--- src/rtl/guess_scorer_pkg.sv ---
// Shared types and constants for the guess scorer: colour width, FSM states
// and per-peg feedback codes.
package guess_scorer_pkg;

  localparam int unsigned COLOR_W = 3;
  localparam int unsigned PEGS    = 4;
  localparam int unsigned FB_W    = 2;
  localparam int unsigned CNT_W   = 3;
  localparam int unsigned TURNS_W = 4;
  localparam int unsigned PAIR_W  = 4;

  typedef enum logic [1:0] {
    IDLE  = 2'd0,
    EXACT = 2'd1,
    PAIR  = 2'd2,
    DONE  = 2'd3
  } state_t;

  localparam logic [FB_W-1:0] FB_NONE    = 2'd0;
  localparam logic [FB_W-1:0] FB_PARTIAL = 2'd1;
  localparam logic [FB_W-1:0] FB_EXACT   = 2'd2;

endpackage

--- src/rtl/guess_scorer_fb_sorter.sv ---
// Maps exact/partial counts to sorted peg feedback: ssd3 downward shows the
// exact pegs, then the colour-only pegs, then empty pegs.
module fb_sorter
  import guess_scorer_pkg::*;
(
  input  logic [CNT_W-1:0]           exact_cnt,
  input  logic [CNT_W-1:0]           partial_cnt,
  output logic [PEGS-1:0][FB_W-1:0]  ssd_c
);

  logic [CNT_W:0] total_c;

  always_comb begin
    ssd_c   = '0;
    total_c = (CNT_W+1)'(exact_cnt) + (CNT_W+1)'(partial_cnt);
    for (int p = 0; p < int'(PEGS); p++) begin
      // rank 0 is the leftmost peg (ssd3)
      if (CNT_W'(int'(PEGS) - 1 - p) < exact_cnt)
        ssd_c[p] = FB_EXACT;
      else if ((CNT_W+1)'(int'(PEGS) - 1 - p) < total_c)
        ssd_c[p] = FB_PARTIAL;
      else
        ssd_c[p] = FB_NONE;
    end
  end

endmodule

--- src/rtl/guess_scorer.sv ---
// Mastermind-style scorer: latches a guess and the secret code, counts exact
// matches in one cycle, then sweeps all 16 guess/code pairs for colour-only hits.
module guess_scorer
  import guess_scorer_pkg::*;
#(
  parameter int unsigned MAX_TURNS = 8
) (
  input  logic               clk,
  input  logic               rst_n,
  input  logic               start,
  input  logic               clear,
  input  logic [COLOR_W-1:0] code0,
  input  logic [COLOR_W-1:0] code1,
  input  logic [COLOR_W-1:0] code2,
  input  logic [COLOR_W-1:0] code3,
  input  logic [COLOR_W-1:0] history0,
  input  logic [COLOR_W-1:0] history1,
  input  logic [COLOR_W-1:0] history2,
  input  logic [COLOR_W-1:0] history3,
  output logic [FB_W-1:0]    ssd0,
  output logic [FB_W-1:0]    ssd1,
  output logic [FB_W-1:0]    ssd2,
  output logic [FB_W-1:0]    ssd3,
  output logic [CNT_W-1:0]   exact_cnt,
  output logic [CNT_W-1:0]   partial_cnt,
  output logic               busy,
  output logic               done,
  output logic [TURNS_W-1:0] turns,
  output logic               win,
  output logic               game_over
);

  state_t                          state;
  logic [PEGS-1:0][COLOR_W-1:0]    code_q;
  logic [PEGS-1:0][COLOR_W-1:0]    guess_q;
  logic [PEGS-1:0]                 code_used;
  logic [PEGS-1:0]                 guess_used;
  logic [CNT_W-1:0]                exact_int;
  logic [CNT_W-1:0]                partial_int;
  logic [PAIR_W-1:0]               pair_idx;
  logic [PEGS-1:0][FB_W-1:0]       ssd_q;

  logic [PEGS-1:0]                 exact_mask_c;
  logic [CNT_W-1:0]                exact_sum_c;
  logic [1:0]                      pi_c;
  logic [1:0]                      pj_c;
  logic                            pair_hit_c;
  logic [TURNS_W-1:0]              turns_inc_c;
  logic [PEGS-1:0][FB_W-1:0]       sorted_c;

  always_comb begin
    exact_sum_c = '0;
    for (int i = 0; i < int'(PEGS); i++) begin
      exact_mask_c[i] = (guess_q[i] == code_q[i]);
      exact_sum_c     = exact_sum_c + CNT_W'(exact_mask_c[i]);
    end
  end

  // Pair sweep: guess index outer, code index inner
  assign pi_c       = pair_idx[3:2];
  assign pj_c       = pair_idx[1:0];
  assign pair_hit_c = !guess_used[pi_c] && !code_used[pj_c] &&
                      (guess_q[pi_c] == code_q[pj_c]);

  assign turns_inc_c = (turns == TURNS_W'(MAX_TURNS)) ? turns : turns + TURNS_W'(1);

  fb_sorter u_fb_sorter (
    .exact_cnt   (exact_int),
    .partial_cnt (partial_int),
    .ssd_c       (sorted_c)
  );

  assign ssd0 = ssd_q[0];
  assign ssd1 = ssd_q[1];
  assign ssd2 = ssd_q[2];
  assign ssd3 = ssd_q[3];

  always_ff @(posedge clk or negedge rst_n) begin
    if (!rst_n) begin
      state       <= IDLE;
      code_q      <= '0;
      guess_q     <= '0;
      code_used   <= '0;
      guess_used  <= '0;
      exact_int   <= '0;
      partial_int <= '0;
      pair_idx    <= '0;
      ssd_q       <= '0;
      exact_cnt   <= '0;
      partial_cnt <= '0;
      busy        <= 1'b0;
      done        <= 1'b0;
      turns       <= '0;
      win         <= 1'b0;
      game_over   <= 1'b0;
    end else begin
      done <= 1'b0;
      if (clear) begin
        state       <= IDLE;
        busy        <= 1'b0;
        turns       <= '0;
        win         <= 1'b0;
        game_over   <= 1'b0;
        exact_cnt   <= '0;
        partial_cnt <= '0;
        ssd_q       <= '0;
      end else begin
        case (state)
          IDLE: begin
            if (start && !game_over) begin
              code_q      <= {code3, code2, code1, code0};
              guess_q     <= {history3, history2, history1, history0};
              code_used   <= '0;
              guess_used  <= '0;
              exact_int   <= '0;
              partial_int <= '0;
              busy        <= 1'b1;
              state       <= EXACT;
            end
          end
          EXACT: begin
            guess_used <= exact_mask_c;
            code_used  <= exact_mask_c;
            exact_int  <= exact_sum_c;
            pair_idx   <= '0;
            state      <= PAIR;
          end
          PAIR: begin
            if (pair_hit_c) begin
              guess_used[pi_c] <= 1'b1;
              code_used[pj_c]  <= 1'b1;
              partial_int      <= partial_int + CNT_W'(1);
            end
            pair_idx <= pair_idx + PAIR_W'(1);
            if (pair_idx == PAIR_W'(15)) state <= DONE;
          end
          DONE: begin
            exact_cnt   <= exact_int;
            partial_cnt <= partial_int;
            ssd_q       <= sorted_c;
            done        <= 1'b1;
            busy        <= 1'b0;
            turns       <= turns_inc_c;
            if (exact_int == CNT_W'(PEGS)) win <= 1'b1;
            if ((exact_int == CNT_W'(PEGS)) || (turns_inc_c == TURNS_W'(MAX_TURNS)))
              game_over <= 1'b1;
            state <= IDLE;
          end
          default: state <= IDLE;
        endcase
      end
    end
  end

endmodule

--- config.mk ---
export PLATFORM = sky130hd
export DESIGN_NAME = guess_scorer
export DESIGN_NICKNAME = d
export VERILOG_FILES = /design/src/rtl/guess_scorer_pkg.sv /design/src/rtl/guess_scorer_fb_sorter.sv /design/src/rtl/guess_scorer.sv
export SDC_FILE = /design/constraint.sdc
export NUM_CORES = 1
export LEC_CHECK = 0
export ABC_AREA = 1
export BUFFER_PORTS_ARGS = -buffer_cell sky130_fd_sc_hd__buf_2
export CAP_MARGIN = 20
export CORE_MARGIN = 2
export CORE_UTILIZATION = 35
export DETAILED_ROUTE_END_ITERATION = 8
export PLACE_DENSITY = 0.6
export SYNTH_ARGS = -nofsm -noshare
export SYNTH_HDL_FRONTEND = slang
export SYNTH_SLANG_ARGS = --single-unit
--- constraint.sdc ---
create_clock -name clk -period 2.7 [get_ports clk]
set_clock_uncertainty 0.1 [all_clocks]
set_input_delay 0.405 -clock clk [delete_from_list [all_inputs] [get_ports clk]]
set_output_delay 0.405 -clock clk [all_outputs]
set_load 0.01 [all_outputs]
### After elaboration in Yosys (flattened, before gate mapping)

Cells that the tools add are included.
Widths: inputs -> output; s select.

| storage, ports and cells | value |
|---|---|
| bits of input ports | 28 |
| flip-flop bits (word level) | 66 |
| logic and storage cells | 144 |
| output and inout bits | 22 |

| cells by class | value |
|---|---|
| multiplexer cells | 54 |
| bitwise operators | 3 |
| reduce and logical (&&, ||, !) cells | 27 |
| equal/unequal tests | 16 |
| $lt $le $gt $ge | 12 |
| $add $sub $neg | 7 |

Operators with widths:

| cell | count |
|---|---|
| $mux 3 | 8 |
| $mux 4 | 6 |
| $pmux 4 s3 | 2 |
| $mux 1 | 18 |
| $mux 8 | 2 |
| $eq 3x3->1 | 5 |
| $mux 2 | 7 |
| $bmux 3 s2 | 2 |
| $eq 4x4->1 const B | 3 |
| $pmux 3 s2 | 2 |
| $reduce_bool 2->1 | 6 |
| $reduce_and 2->1 | 5 |
| $add 4x1->4 const B | 2 |
| $lt 1x4->1 const A | 2 |
| $lt 2x4->1 const A | 2 |
| $or 4x4->4 | 2 |
| $pmux 2 s4 | 1 |
| $pmux 4 s2 | 1 |
| $reduce_and 4->1 | 2 |
| $lt 1x3->1 const A | 2 |
| $lt 2x3->1 const A | 2 |
| $lt 2x3->1 const B | 2 |
| $ne 3x3->1 const B | 2 |
| $reduce_and 3->1 | 2 |
| other kinds (19) | 31 |

### Logic depth before layout (Yosys ltp)

Gate-level depths: netlist of the first run.

| depth | value |
|---|---|
| depth in word-level cells | 7 |
| mapped depth | 15 |
| gate-level depth less buffers | 13 |

### Modules after synthesis

From an unflattened synthesis of the first run, not the netlist that was laid out.

| second synthesis, totals | value |
|---|---|
| cell total of the unflattened synthesis | 449 |
| area total of the unflattened synthesis | 3,827.4 sq um |

Modules (own cells, without submodules):

| module | instances | sequential area each (sq um) | area each (sq um) | cells an instance |
|---|---|---|---|---|
| guess_scorer | 1 | 1,651.6 | 3,639.7 | 415 |
| fb_sorter | 1 | 0.0 | 187.7 | 34 |

### Worst setup path after synthesis of the first run

OpenSTA, ideal clock, no wires.

| path | value |
|---|---|
| path kind | reg2reg |
| from | register guess_q[3] in the netlist's numbering |
| to | register exact_int[1] |
| period minus slack after synthesis | 1.971 ns |
| setup slack | 0.729 ns |
| required time | 2.474 ns |
| arrival | 1.745 ns |
| setup time | 0.126 ns |
| cell stages (with the launch flop) | 8 |
| cells stage by stage | dfrtp_1 xnor2_1 and3_1 fa_1 ha_1 ha_1 nand3_1 o21ai_0 |

| on the way | value |
|---|---|
| cells in the longest elaborated chain, start to end | 5 |

RTL lines:

| what | RTL line | RTL |
|---|---|---|
| start, declared | guess_scorer.sv:35 | `logic [PEGS-1:0][COLOR_W-1:0] guess_q;` |
| start signal, assigned | guess_scorer.sv:112 | `guess_q <= {history3, history2, history1, history0};` |
| $eq 3x3->1 | guess_scorer.sv:54 | `exact_mask_c[i] = (guess_q[i] == code_q[i]);` |
| $add 1x1->2 | guess_scorer.sv:55 | `exact_sum_c = exact_sum_c + CNT_W'(exact_mask_c[i]);` |
| $add 2x1->3 | guess_scorer.sv:55 |  |
| $add 3x1->3 | guess_scorer.sv:55 |  |
| $pmux 3 s2 | guess_scorer.sv:108 | `case (state)` |
| end signal, assigned | guess_scorer.sv:124 | `exact_int <= exact_sum_c;` |
| end, declared | guess_scorer.sv:38 | `logic [CNT_W-1:0] exact_int;` |

No other way between the ends.
A chain may end at the register's enable or synchronous reset.

### Worst setup path in the final report of the first run

| path | value |
|---|---|
| from | register guess_q[2] in the netlist's numbering |
| to | register exact_int[1] |

Same word-level chain as after synthesis.

==> results of run 1 <==
per-stage QoR:
stage                     cell area (µm²)  hold WS [ns]   util  std cells  total power, mW
after global placement               4100         0.311  0.397        610             3.20
after detailed placement             4100         0.312  0.397        610             3.24
after CTS                            4340         0.167  0.421        627             4.24
after global routing                 4340         0.165  0.421        627             4.55
final                                4340         0.173  0.421        627             4.21
after floorplan                      3720       0.00941      -        433             2.78
layer usage:
layer  share of wire  GRT usage  up-vias
li1                -          -     1540
met1            0.49      0.222     1438
met2            0.45      0.245       73
met3           0.047     0.0377       10
met4           0.014     0.0529        0
met5               0          0        -
repair_timing:
| action | in CTS | in global routing |
|---|---|---|
| hold buffers | 1 | 0 |
| hold endpoints to repair | 22 | 0 |
| setup endpoints to repair | 0 | 0 |
where the power goes:
group	total, mW	switching [mW]	internal [mW]	leakage, nW
Combinational	1.63	0.929	0.699	1.27
Clock	0.990	0.414	0.575	0.116
Sequential	1.59	0.340	1.25	0.850
state kept, by name (all words and copies together), names as in the netlist, 4 cells and up:
signal      flops
guess_q        12
pair_idx        4
guess_used      4
code_used       4
code_q         12
turns           4
worst max-delay path: stages (launching register included):
cell,delay [ns]
dfrtp_1,0.43
xnor2_1,0.26
and3_1,0.22
fa_1,0.45
ha_1,0.20
ha_1,0.26
nand3_1,0.08
o21ai_0,0.08
logic make-up (layout without fill, tap and decap cells):
logic type | count (synthesis) | in the layout | share of synthesized area
simple gates | 207 | 207 | 0.242
flops | 65 | 65 | 0.437
fa+ha+maj | 18 | 18 | 0.0646
xor+xnor | 16 | 16 | 0.0377
mux | 24 | 24 | 0.0727
compound gates | 51 | 51 | 0.0784
buf+inv | 52 | 110 | 0.0673
layout make-up:
type	instances	area, µm²	area share
flip-flops and latches	65	1630	0.375
well taps	136	170	0.0392
inverters	36	140	0.0323
multi-input cells	316	1840	0.424
repair buffers	58	328	0.0755
clock buffers	11	151	0.0349
clock inverters	5	85.1	0.0196
worst max path at each step:
| stage | startpoint | to | slack [ns] | cells after the start |
|---|---|---|---|---|
| finish | guess_q[2] | exact_int[1] | 0.49 | 7 |
| global route | state[1] | pair_idx[3] | 0.33 | 8 |
| global placement | guess_q[2] | exact_int[1] | 0.47 | 7 |
| floorplan | guess_q[3] | exact_int[1] | 0.73 | 7 |
| detailed placement | guess_q[5] | exact_int[1] | 0.51 | 7 |
| CTS | guess_q[5] | exact_int[1] | 0.49 | 7 |
layout by cell type (no fill, tap or decap), types with 5 or more instances in the layout:
| cell type | instances |
|---|---|
| inv_1 | 31 |
| mux2_2 | 24 |
| xnor2_1 | 13 |
| buf_4 | 7 |
| nand2_2 | 5 |
| nand2_1 | 126 |
| o21ai_0 | 28 |
| a21oi_1 | 13 |
| clkbuf_8 | 11 |
| nand4_1 | 16 |
| nor2_1 | 25 |
| ha_1 | 16 |
| dfrtp_1 | 65 |
| nand3_1 | 26 |
| buf_2 | 49 |
==> reports/qor.yml, run 1 <==
p_leak_nw: 2.24
holdPathEnd: "code_q[0]"
num_rows: 37
die_w_um: 107
grt_usage: 0.160
die_y_um: 107
grt_setup_unrepaired: "false"
crit_arrival_ns: 2.34
pwr_density_cell_nw_per_um2: 970
async_flop_share: 1.00
drc_errors: 0
grt_overflow: 0
clock_sinks: 65
syn_avg_cell_area_um2: 8.59
ant_nets: 0
fmax_mhz: 452
clock_path_buffers: 2
crit_required_ns: 2.83
coreArea_um2: 10300
pre_cts_slack_ns: 0.509
synth_area_leaders: "dfrtp_1, nand2_1, mux2_2, ha_1, o21ai_0"
vias: 3061
synth_most_common_cell: "nand2_1"
ys_seq_area_frac: 0.437
status: "complete, no violations"
drive_gt1_frac: 0.222
nNetsFinal: 532
finalCritPeriodShare: 0.819
grt_pass1_vias: 2936
worst_pin_slew_ns: 0.554
grt_max_degree: 44
hp-class: "input port to flip-flop"
syn_nets: 479
post_cts_buffers: 0
portBuffers: 49
num_io_pins: 50
rr_worst_depth: 7
slew_viol_final: 0
clock_latency_ns: 0.36
yosysUniqueCellTypes: 32
crit_type: "flip-flop to flip-flop"
routed_wirelength_um: 8540
setup_tns_ns: 0
dp_hpwl_um: 6360
reg2reg_slack_ns: 0.49
drv_cap: 0
yosysTopAreaCellShare: 0.437
holdCritStartpoint: "code0[0]"
whs_path_depth: 2
cts_tree: "yes"
n_antenna_cell: 0
numCtsBuffers: 9
ys.flop_type: "dfrtp_1"
wl_per_cell_um: 13.6
die_area_um2: 11500
startpoint_type: "flip-flop"
synth_top_area_cell: "dfrtp_1"
place.gp.congestion: 0.909
hold_viol: 0
n_fill_cell: 1021
synth_seq_cells: 65
antenna_found_initial: 0
ys_top_cells_by_count: "nand2_1, dfrtp_1, inv_1"
dr.pass1.iters: 5
postSynthCellCount: 433
irDropWorstVdd_v: 0.000492
area_growth_pct: 16.8
synth_edf_count: 0
start_util: 0.360
path_clk_slew_ns: 0.08
crit_fanout: 4
syn_area_um2: 3720
drt-vias-per-instance: 4.88
fin_crit_ns: 2.21
final.setup.worst_slack_ns: 0.489
grt_pass1_wl_um: 14400
relSlewSlack: 0.630
drt_iter0_markers: 153
htreeDepth: 3
finalSetupViolCount: 0
cts_resized: 0
ys.warnings.count: 0
cts-root-buf: "clkbuf_8"
r2r_start: "guess_q[2]"
critPathCaptureType: "flip-flop"
r2r_end: "exact_int[1]"
Note: power is estimated with default switching activity, not from simulation.
==> run 2: changes to the inputs <==
Settings changed: PLACE_DENSITY 0.6 to 0.62.
Clock period 2.7 ns to 2 ns, I/O delays scaled along.
==> reports/qor.yml, run 2 (synthesis results as in run 1) <==
status: "complete, but fails checks"
violations: "negative setup slack"
grt_setup_unrepaired: "true"
start_util: 0.360
numCtsBuffers: 9
hp-class: "input port to flip-flop"
grt_max_degree: 66
finalSetupViolCount: 2
grt_pass1_wl_um: 15300
n_fill_cell: 1011
ant_nets: 0
place.gp.congestion: 0.816
coreArea_um2: 10300
grt_overflow: 0
htreeDepth: 3
finalCritPeriodShare: 1.04
rr_worst_depth: 7
grt_usage: 0.170
vias: 3228
design_area_um2: 4680
fmax_mhz: 479
area_growth_pct: 25.8
die_y_um: 107
reg2reg_slack_ns: -0.09
cts_tree: "yes"
fin_crit_ns: 2.09
crit_arrival_ns: 2.25
hold_viol: 0
pwr_density_cell_nw_per_um2: 1320
crit_type: "flip-flop to flip-flop"
crit_fanout: 2
die_area_um2: 11500
num_rows: 37
slew_viol_final: 0
crit_required_ns: 2.17
final_common_cell: "nand2_1"
drive_gt1_frac: 0.309
pre_cts_slack_ns: -0.147
drt-vias-per-instance: 4.85
drt_iter0_markers: 181
critPathCaptureType: "flip-flop"
cts-root-buf: "clkbuf_8"
top_regs: "code_q (12), guess_q (12)"
clock_path_buffers: 2
drc_errors: 0
place_area_um2: 4360
num_io_pins: 50
dp_hpwl_um: 6680
clock_latency_ns: 0.35
clock_sinks: 65
startpoint_type: "flip-flop"
placedCellCount: 643
drv_cap: 0
wl_per_cell_um: 13.6
n_antenna_cell: 0
routed_wirelength_um: 9050
die_w_um: 107
worst_pin_slew_ns: 0.374
irDropWorstVdd_v: 0.000783
dr.pass1.iters: 5
final_util: 0.453
p_leak_nw: 2.42
nNetsFinal: 571
whs_path_depth: 2
antenna_found_initial: 0
final_cell_mix: "nand2_1, dfrtp_1, buf_2"
fin_cells: 666
path_clk_slew_ns: 0.07
final.setup.worst_slack_ns: -0.0860
relSlewSlack: 0.748
grt_pass1_vias: 3148
portBuffers: 49
==> run 2: final cells by class <==
type | count | area [µm²] | area share
Tap cell | 136 | 170 | 0.0364
Sequential cell | 65 | 1630 | 0.348
Multi-Input combinational cell | 316 | 1930 | 0.413
Inverter | 36 | 144 | 0.0307
Clock buffer | 12 | 145 | 0.0310
Timing Repair Buffer | 97 | 633 | 0.135
Clock inverter | 4 | 28.8 | 0.00615
==> run 2: metal layers <==
| metal | vias to the layer above | part of all wire | track usage |
|---|---|---|---|
| li1 | 1614 | - | - |
| met1 | 1534 | 0.49 | 0.247 |
| met2 | 76 | 0.45 | 0.254 |
| met3 | 4 | 0.048 | 0.0389 |
| met4 | 0 | 0.0065 | 0.0417 |
| met5 | - | 0 | 0 |
==> run 2: worst paths after layout <==
| path | startpoint | to |
|---|---|---|
| max in group asynchronous | rst_n | pair_idx[2] |
| min in group asynchronous | rst_n | turns[1] |
| worst min register to register | ssd2[1] | ssd2[1] |
| worst max-delay path | code_q[0] | exact_int[1] |
| worst max register to register | code_q[0] | exact_int[1] |
| worst min-delay path | history0[1] | guess_q[1] |
==> run 2: metrics by stage <==
| step | setup TNS, ns | hold WS (ns) | power (mW) |
|---|---|---|---|
| detailed placement | -0.192 | 0.247 | 4.86 |
| global route | -0.258 | 0.0747 | 6.68 |
| finish | -0.0868 | 0.0816 | 6.19 |
| floorplan | 0 | -0.0956 | 3.75 |
| global placement | -0.0859 | 0.242 | 4.78 |
| CTS | -0.0744 | 0.0693 | 6.05 |
==> run 2: report_power, final <==
group,internal [mW],leakage [nW],switching (mW)
combinational,1.55,1.49,1.55
sequential,1.69,0.848,0.373
clock,0.485,0.0826,0.536
total,3.73,2.42,2.46
==> run 2: critical path, cell delays in order, from the launching register on <==
cell and delay [ns]:
dfrtp_1 0.41, xnor2_2 0.20, and3_4 0.21, fa_1 0.45, ha_2 0.21, ha_4 0.26, nand3_2 0.06, o21ai_1 0.09
==> run 2: repair_timing <==
action,CTS,global route
endpoints found under the hold margin,65,0
hold buffers,1,0
resized for setup,9,11
pin swaps,4,10
endpoints found under the setup margin,2,15
setup buffers,0,6
